===== config.mk =====
export PLATFORM = sky130hd
export DESIGN_NAME = vec_mul_pipe_flat
export DESIGN_NICKNAME = d
export VERILOG_FILES = /design/src/rtl/vec_mul_pipe_if.sv /design/src/rtl/vec_mul_pipe.sv /design/src/flat_wrapper.sv
export SDC_FILE = /design/constraint.sdc
export NUM_CORES = 2
export LEC_CHECK = 0
export ABC_AREA = 1
export BUFFER_PORTS_ARGS = -buffer_cell sky130_fd_sc_hd__buf_2
export CORE_ASPECT_RATIO = 1.4
export CORE_MARGIN = 1
export CORE_UTILIZATION = 45
export CTS_BUF_LIST = sky130_fd_sc_hd__clkbuf_2 sky130_fd_sc_hd__clkbuf_4 sky130_fd_sc_hd__clkbuf_8
export CTS_CLUSTER_DIAMETER = 60
export CTS_CLUSTER_SIZE = 10
export DETAILED_ROUTE_END_ITERATION = 8
export MAX_ROUTING_LAYER = met4
export PLACE_DENSITY = 0.63
export SLEW_MARGIN = 20
export SYNTH_ARGS = -nofsm -noshare
export SYNTH_HDL_FRONTEND = slang
export SYNTH_SLANG_ARGS = --single-unit

===== constraint.sdc =====
create_clock -name clk_i -period 17.4 [get_ports clk_i]
set_input_delay 5.22 -clock clk_i [delete_from_list [all_inputs] [get_ports clk_i]]
set_output_delay 5.22 -clock clk_i [all_outputs]
set_load 0.005 [all_outputs]

===== src/rtl/vec_mul_pipe_if.sv =====
// Valid/ready stream with end-of-frame marker, shared by both operand inputs and the result output.
interface vec_mul_pipe_if #(
  parameter int unsigned Width = 8
) ();
  logic [Width-1:0] data;
  logic             valid;
  logic             last;
  logic             ready;

  modport master (output data, output valid, output last, input ready);
  modport slave  (input data, input valid, input last, output ready);
endinterface


===== src/rtl/vec_mul_pipe.sv =====
// Two-stage elementwise signed multiplier: joins two operand streams, then rounds, shifts and
// saturates each lane product. Full valid/ready backpressure, one beat per cycle.
module vec_mul_pipe #(
  parameter int unsigned INPUT_BW    = 8,
  parameter int unsigned OUTPUT_BW   = 8,
  parameter int unsigned VECTOR_SIZE = 13,
  parameter int unsigned SHIFT       = 0
) (
  input  logic           clk_i,
  input  logic           rst_i,
  vec_mul_pipe_if.slave  in1,
  vec_mul_pipe_if.slave  in2,
  vec_mul_pipe_if.master out,
  output logic           err_o
);
  localparam int unsigned PW = 2 * INPUT_BW;
  localparam int unsigned RW = PW + 1;
  localparam logic signed [RW-1:0] RoundAdd = RW'((64'd1 << SHIFT) >> 1);
  localparam logic signed [RW-1:0] MaxOut   = RW'((64'sd1 <<< (OUTPUT_BW - 1)) - 64'sd1);
  localparam logic signed [RW-1:0] MinOut   = ~MaxOut;

  logic                            s1_valid_q, s1_last_q;
  logic [VECTOR_SIZE*PW-1:0]       s1_prod_q, prod_d;
  logic                            s2_valid_q, s2_last_q;
  logic [VECTOR_SIZE*OUTPUT_BW-1:0] s2_data_q, res_d;
  logic                            err_q;
  logic                            s1_ready, s2_ready, fire;

  assign s2_ready = !s2_valid_q || out.ready;
  assign s1_ready = (!s1_valid_q || s2_ready) && !rst_i;
  // Each side is only granted when the other is present, so a beat is never half-consumed.
  assign in1.ready = s1_ready && in2.valid;
  assign in2.ready = s1_ready && in1.valid;
  assign fire      = s1_ready && in1.valid && in2.valid;

  for (genvar k = 0; k < VECTOR_SIZE; k++) begin : g_lane
    logic signed [PW-1:0]        op_a, op_b;
    logic signed [RW-1:0]        prod_ext, rnd;
    logic signed [OUTPUT_BW-1:0] sat;

    assign op_a = PW'($signed(in1.data[k*INPUT_BW +: INPUT_BW]));
    assign op_b = PW'($signed(in2.data[k*INPUT_BW +: INPUT_BW]));
    assign prod_d[k*PW +: PW] = op_a * op_b;

    // One extra bit of headroom keeps the rounding add from wrapping.
    assign prod_ext = RW'($signed(s1_prod_q[k*PW +: PW]));
    assign rnd      = (prod_ext + RoundAdd) >>> SHIFT;

    always_comb begin
      sat = rnd[OUTPUT_BW-1:0];
      if (rnd > MaxOut) begin
        sat = MaxOut[OUTPUT_BW-1:0];
      end else if (rnd < MinOut) begin
        sat = MinOut[OUTPUT_BW-1:0];
      end
    end

    assign res_d[k*OUTPUT_BW +: OUTPUT_BW] = sat;
  end

  always_ff @(posedge clk_i or posedge rst_i) begin
    if (rst_i) begin
      s1_valid_q <= 1'b0;
      s1_last_q  <= 1'b0;
      s1_prod_q  <= '0;
      s2_valid_q <= 1'b0;
      s2_last_q  <= 1'b0;
      s2_data_q  <= '0;
      err_q      <= 1'b0;
    end else begin
      if (s1_ready) begin
        s1_valid_q <= fire;
        if (fire) begin
          s1_prod_q <= prod_d;
          s1_last_q <= in1.last || in2.last;
        end
      end
      if (s2_ready) begin
        s2_valid_q <= s1_valid_q;
        if (s1_valid_q) begin
          s2_data_q <= res_d;
          s2_last_q <= s1_last_q;
        end
      end
      if (fire && (in1.last != in2.last)) begin
        err_q <= 1'b1;
      end
    end
  end

  assign out.data  = s2_data_q;
  assign out.valid = s2_valid_q;
  assign out.last  = s2_last_q;
  assign err_o     = err_q;
endmodule


===== src/flat_wrapper.sv =====
// flat-port wrapper written by rule: the top's interface ports become plain ports
module vec_mul_pipe_flat 
#(
  parameter int unsigned INPUT_BW    = 8,
  parameter int unsigned OUTPUT_BW   = 8,
  parameter int unsigned VECTOR_SIZE = 13,
  parameter int unsigned SHIFT       = 0
)
  (clk_i, rst_i, err_o, in1_data, in1_valid, in1_last, in1_ready, in2_data, in2_valid, in2_last, in2_ready, out_data, out_valid, out_last, out_ready);
  vec_mul_pipe_if #(.Width(((8) * (13)))) in1_i ();
  vec_mul_pipe_if #(.Width(((8) * (13)))) in2_i ();
  vec_mul_pipe_if #(.Width(((8) * (13)))) out_i ();
  input  logic clk_i;
  input  logic rst_i;
  output logic err_o;
  input wire logic [$bits(in1_i.data)-1:0] in1_data;
  input wire logic [$bits(in1_i.valid)-1:0] in1_valid;
  input wire logic [$bits(in1_i.last)-1:0] in1_last;
  output wire logic [$bits(in1_i.ready)-1:0] in1_ready;
  input wire logic [$bits(in2_i.data)-1:0] in2_data;
  input wire logic [$bits(in2_i.valid)-1:0] in2_valid;
  input wire logic [$bits(in2_i.last)-1:0] in2_last;
  output wire logic [$bits(in2_i.ready)-1:0] in2_ready;
  output wire logic [$bits(out_i.data)-1:0] out_data;
  output wire logic [$bits(out_i.valid)-1:0] out_valid;
  output wire logic [$bits(out_i.last)-1:0] out_last;
  input wire logic [$bits(out_i.ready)-1:0] out_ready;
  assign in1_i.data = in1_data;
  assign in1_i.valid = in1_valid;
  assign in1_i.last = in1_last;
  assign in1_ready = in1_i.ready;
  assign in2_i.data = in2_data;
  assign in2_i.valid = in2_valid;
  assign in2_i.last = in2_last;
  assign in2_ready = in2_i.ready;
  assign out_data = out_i.data;
  assign out_valid = out_i.valid;
  assign out_last = out_i.last;
  assign out_i.ready = out_ready;
  vec_mul_pipe #(.INPUT_BW(INPUT_BW), .OUTPUT_BW(OUTPUT_BW), .VECTOR_SIZE(VECTOR_SIZE), .SHIFT(SHIFT)) u_core (.clk_i(clk_i), .rst_i(rst_i), .in1(in1_i), .in2(in2_i), .out(out_i), .err_o(err_o));
endmodule

## Word level (Yosys, flattened, before mapping)

Index checks and enable logic that the tools add are counted.

| cells by class | value |
|---|---|
| multipliers | 13 |
| order comparisons | 26 |
| equal/unequal tests | 1 |
| multiplexer cells | 26 |
| reductions and logical operators | 13 |

Operator list:

| operator | count |
|---|---|
| greater-than comparator 16 x 8 -> 1 bit (second input constant) | 13 |
| less-than comparator 16 x 8 -> 1 bit (second input constant) | 13 |
| multiplier 8 x 8 -> 16 bit | 13 |
| two-way mux 8 bit | 26 |
| logical AND 1 bit | 5 |
| AND reduction 2 bit | 2 |
| logical NOT 1 bit | 3 |
| logical OR 1 bit | 3 |
| inequality test 1 bit | 1 |

| word-level totals | value |
|---|---|
| flip-flop bits (word level) | 317 |
| bits of input ports | 215 |
| output and inout port bits | 109 |
| logic and storage cells | 86 |

## Logic depth before layout (Yosys ltp)

| depth | value |
|---|---|
| word-level depth | 7 |
| depth in mapped cells | 23 |

## Least setup slack after synthesis

OpenSTA, ideal clock, no wires.

| timing | value |
|---|---|
| path type | input to output |
| from | input port rst_i |
| to | output port in1_ready |
| data arrival time | 12.694 ns |
| required time | 12.180 ns |
| setup slack | -0.514 ns |
| cell stages on the path | 3 |
| path buffers | 0 |
| cell sequence | inv_1 o21ai_2 nor2_1 |

| between the ends | value |
|---|---|
| word-level cells in the longest chain between the ends | 3 |

RTL lines:

| element | RTL line | text |
|---|---|---|
| start: declaration | flat_wrapper.sv:14 | `input logic rst_i;` |
| logical NOT 1 bit | vec_mul_pipe.sv:30 | `assign s1_ready = (!s1_valid_q \|\| s2_ready) && !rst_i;` |
| logical AND 1 bit | vec_mul_pipe.sv:30 |  |
| logical AND 1 bit | vec_mul_pipe.sv:32 | `assign in1.ready = s1_ready && in2.valid;` |
| end: declaration | flat_wrapper.sv:19 | `output wire logic [$bits(in1_i.ready)-1:0] in1_ready;` |

No other way between the ends.

## Final worst setup path

| timing | value |
|---|---|
| from | input port rst_i |
| to | output port in2_ready |

| between the ends | value |
|---|---|
| word-level cells in the longest chain between the ends | 3 |

RTL lines:

| element | RTL line | text |
|---|---|---|
| logical NOT 1 bit | vec_mul_pipe.sv:30 |  |
| logical AND 1 bit | vec_mul_pipe.sv:30 |  |
| logical AND 1 bit | vec_mul_pipe.sv:33 | `assign in2.ready = s1_ready && in1.valid;` |
| end: declaration | flat_wrapper.sv:23 | `output wire logic [$bits(in2_i.ready)-1:0] in2_ready;` |

No other way between the ends.

==> flow_summary_export.csv <==
group,metric,value,unit
status,outcome,"finished, final reports clean",
floorplan,fp.dieH,389,µm
layout,final_common_cell,"inv_1",
critical_path,cp_num_buf_inv,4,
clock_network,clk_pin_slew_worst_paths,0.07,ns
run,max-cap-violations,0,
layout,layout_common_cells,"2055 x inv_1, 1902 x nand2_1, 715 x fa_1",
synth,synth_edf_count,0,
critical_path,max_stage_delay,0.34,ns
clock_network,cts-htree-levels,2,
route,wl_per_cell,13.2,µm
synth,yosysSeqAreaShare,16.4,%
timing,fin_crit,11.44,ns
synth,syn_avg_cell_area,7.26,µm²
critical_path,rr_startpoint,"u_core.out.valid",
synth,ys_ff_latch,317,
power_and_ir_drop,totalPowerFinal,0.00665,W
timing,worstMarginPinSlew,0.943,ns
floorplan,start_util,45.6,%
layout,nFillCells,10800,
min_path,min_to,"u_core.err_o",
critical_path,crit_type,"input port to output port",
clock_network,ctsRootBufferMaster,"clkbuf_8",
clock_network,cts_buffers,48,
critical_path,crit_chain,"buf_2 > clkinvlp_4 > buf_4 > o21ai_2 > nor2_1 > buf_2",
critical_path,rr_worst_depth,7,
route,drcViolationCount,0,
layout,final_util,48.8,%
floorplan,core_area,106000,µm²
grt,grt.overflow.total,0,
synth,yosysTopAreaCell,"fa_1",
power_and_ir_drop,p_per_area,129,nW/µm²
critical_path,cp_top_family,"buffers and inverters",
timing,slew_viol_final,0,
critical_path,arrival,6.22,ns
timing,fin_crit_sh,65.8,%
route,wl,108000,µm
synth,synth_top_area_share,29.7,%
timing,rsz0062_at_grt,"no",
critical_path,r2r_setup_slack,14.58,ns
critical_path,cp_common_cell,"buf_2",
synth,syn_nets,7956,
placement,hpwlAfterDp,89000,µm
timing,fmax,87.4,MHz
grt,first_global_vias,40200,
critical_path,cp_max_fo,29,
placement,portBuffers,323,
synth,synth_ff_type,"dfrtp_1",
grt,gr-usage-all-layers,21.4,%
synth,yosysWarnings,0,
synth,synthArstFlopShare,100,%
clock_network,postCtsSetupBuffers,0,
timing,slew_headroom,37.2,%
clock_network,cts_sinks,317,
clock_network,cts_hold_buf,0,
route,drt_iter0_drc,1610,
min_path,hold_path_depth,1,
critical_path,cp.required,12.18,ns
route,via_count,38300,
synth,syn-instance-count,6648,
min_path,hold_path_class,"register to register",
power_and_ir_drop,p_leak,32.0,nW
layout,nets,8085,
timing,hold_viol,0,
critical_path,cpMaxStageDelayCell,"buf_4",
route,vias_per_cell,4.69,
timing,timing.setup.tns,0,ns
clock_network,tritoncts,"done",
placement,dp.cells,8085,
route,postRouteAntennaNets,0,
layout,areaGrowthSynthToFinish,7.14,%
grt,antenna_found_initial,29,
clock_network,postCtsResizedCells,0,
route,first_pass_iters,5,
critical_path,start_kind,"input port",
critical_path,end_kind,"output port",
synth,netlist_top_cells_area,"fa_1 30%, dfrtp_1 16%, inv_1 16%",
timing,setup_viol,0,
grt,grt_start_max_net_pins,171,
grt,grt_pass1_wl,187000,µm
layout,fin_cells,8181,
clock_network,clkLatencyLatePin,0.66,ns
synth,syn_area,48300,µm²
critical_path,r2r_end,"u_core.s1_prod_q[128]",
placement,gp_congestion,0.872,
floorplan,io_pins,324,
clock_network,cts_buffer_depth,3,
min_path,min-delay-start,"u_core.err_o",
floorplan,dieArea,109000,µm²
power_and_ir_drop,ir_worst_vdd,82.8,µV
layout,drive_gt1_share,6.41,%
floorplan,die_w,279,µm
timing,skew,0.0322,ns
floorplan,rows,141,
critical_path,critical_path_depth,6,
synth,yosys.cell_types.count,31,
[layer usage]
metal  global-route usage [%]  up-vias  routed length (µm)
met4                     5.16        0                2560
met5                        -        -                   0
met2                     39.7      551               57000
met3                     2.88      151                4340
met1                     24.1    18400               43700
li1                         -    19200                   -
[worst max-delay path by stage]
stage	start	to
global route	rst_i	in2_ready
global placement	rst_i	in1_ready
detailed placement	rst_i	in2_ready
CTS	rst_i	in2_ready
finish	rst_i	in2_ready
floorplan	rst_i	in1_ready
[through the flow]
| step | worst slack, ns | hold WS (ns) | area (µm²) |
|---|---|---|---|
| after detailed placement | 5.90 | 0.439 | 50600 |
| after floorplan | 1.70 | 0.449 | 48300 |
| after global routing | 5.82 | 0.477 | 51700 |
| after global placement | 5.92 | 0.437 | 50600 |
| after CTS | 5.90 | 0.456 | 51600 |
| final | 5.96 | 0.450 | 51700 |
[sequential cells by signal (all words and copies together), names as in the netlist]
register           flops
u_core.out.valid       1
u_core.s1_last_q       1
u_core.out.data      104
u_core.s1_valid_q      1
u_core.err_o           1
u_core.s1_prod_q     208
u_core.out.last        1
[power breakdown]
part	internal, W	switching, W
clock network	0.000369	0.000339
registers	0.00106	0.000161
logic	0.00182	0.00290
[logic make-up after synthesis]
kind of cell | after synthesis | share of synthesized area (%)
and+or+nand+nor | 2475 | 20.4
buffers and inverters | 2312 | 18.2
adders and majority gates | 1093 | 39.5
AOI/OAI and AO/OA | 386 | 4.27
DFF | 317 | 16.4
xor gates and xnor gates | 64 | 1.16
muxes | 1 | 0.0233
[worst register-to-register path, cell delays in order, from the launching register on]
cell and delay, ns:
dfrtp_1 0.40, nand2_1 0.17, o21ai_2 0.12, nor3_4 0.18, buf_12 0.50, buf_4 0.87
nand3_1 0.34, o21ai_0 0.14
[final cells by class]
type / count / area (µm²) / area share, %
inverter: 2057 / 7730 / 14.9
sequential: 317 / 7930 / 15.3
clock buffer: 54 / 718 / 1.39
clock inverter: 23 / 307 / 0.593
tap: 1358 / 1700 / 3.29
timing repair buffer: 334 / 1720 / 3.34
multi-input combinational: 4019 / 31500 / 61.0
antenna: 19 / 47.5 / 0.0920
[synthesized netlist by cell type, types with 15 or more instances]
cell / n
a21o_1: 15
a21oi_1: 98
buf_2: 18
clkbuf_1: 220
dfrtp_1: 317
fa_1: 715
ha_1: 378
inv_1: 2057
nand2_1: 1903
nand3_1: 222
nand4_1: 41
nor2_1: 231
nor3_1: 20
nor4_1: 28
o21ai_0: 195
o21ai_1: 29
o22ai_1: 27
or2_2: 19
xnor2_1: 36
xor2_1: 28
Note: power is estimated with default switching activity, not from simulation.
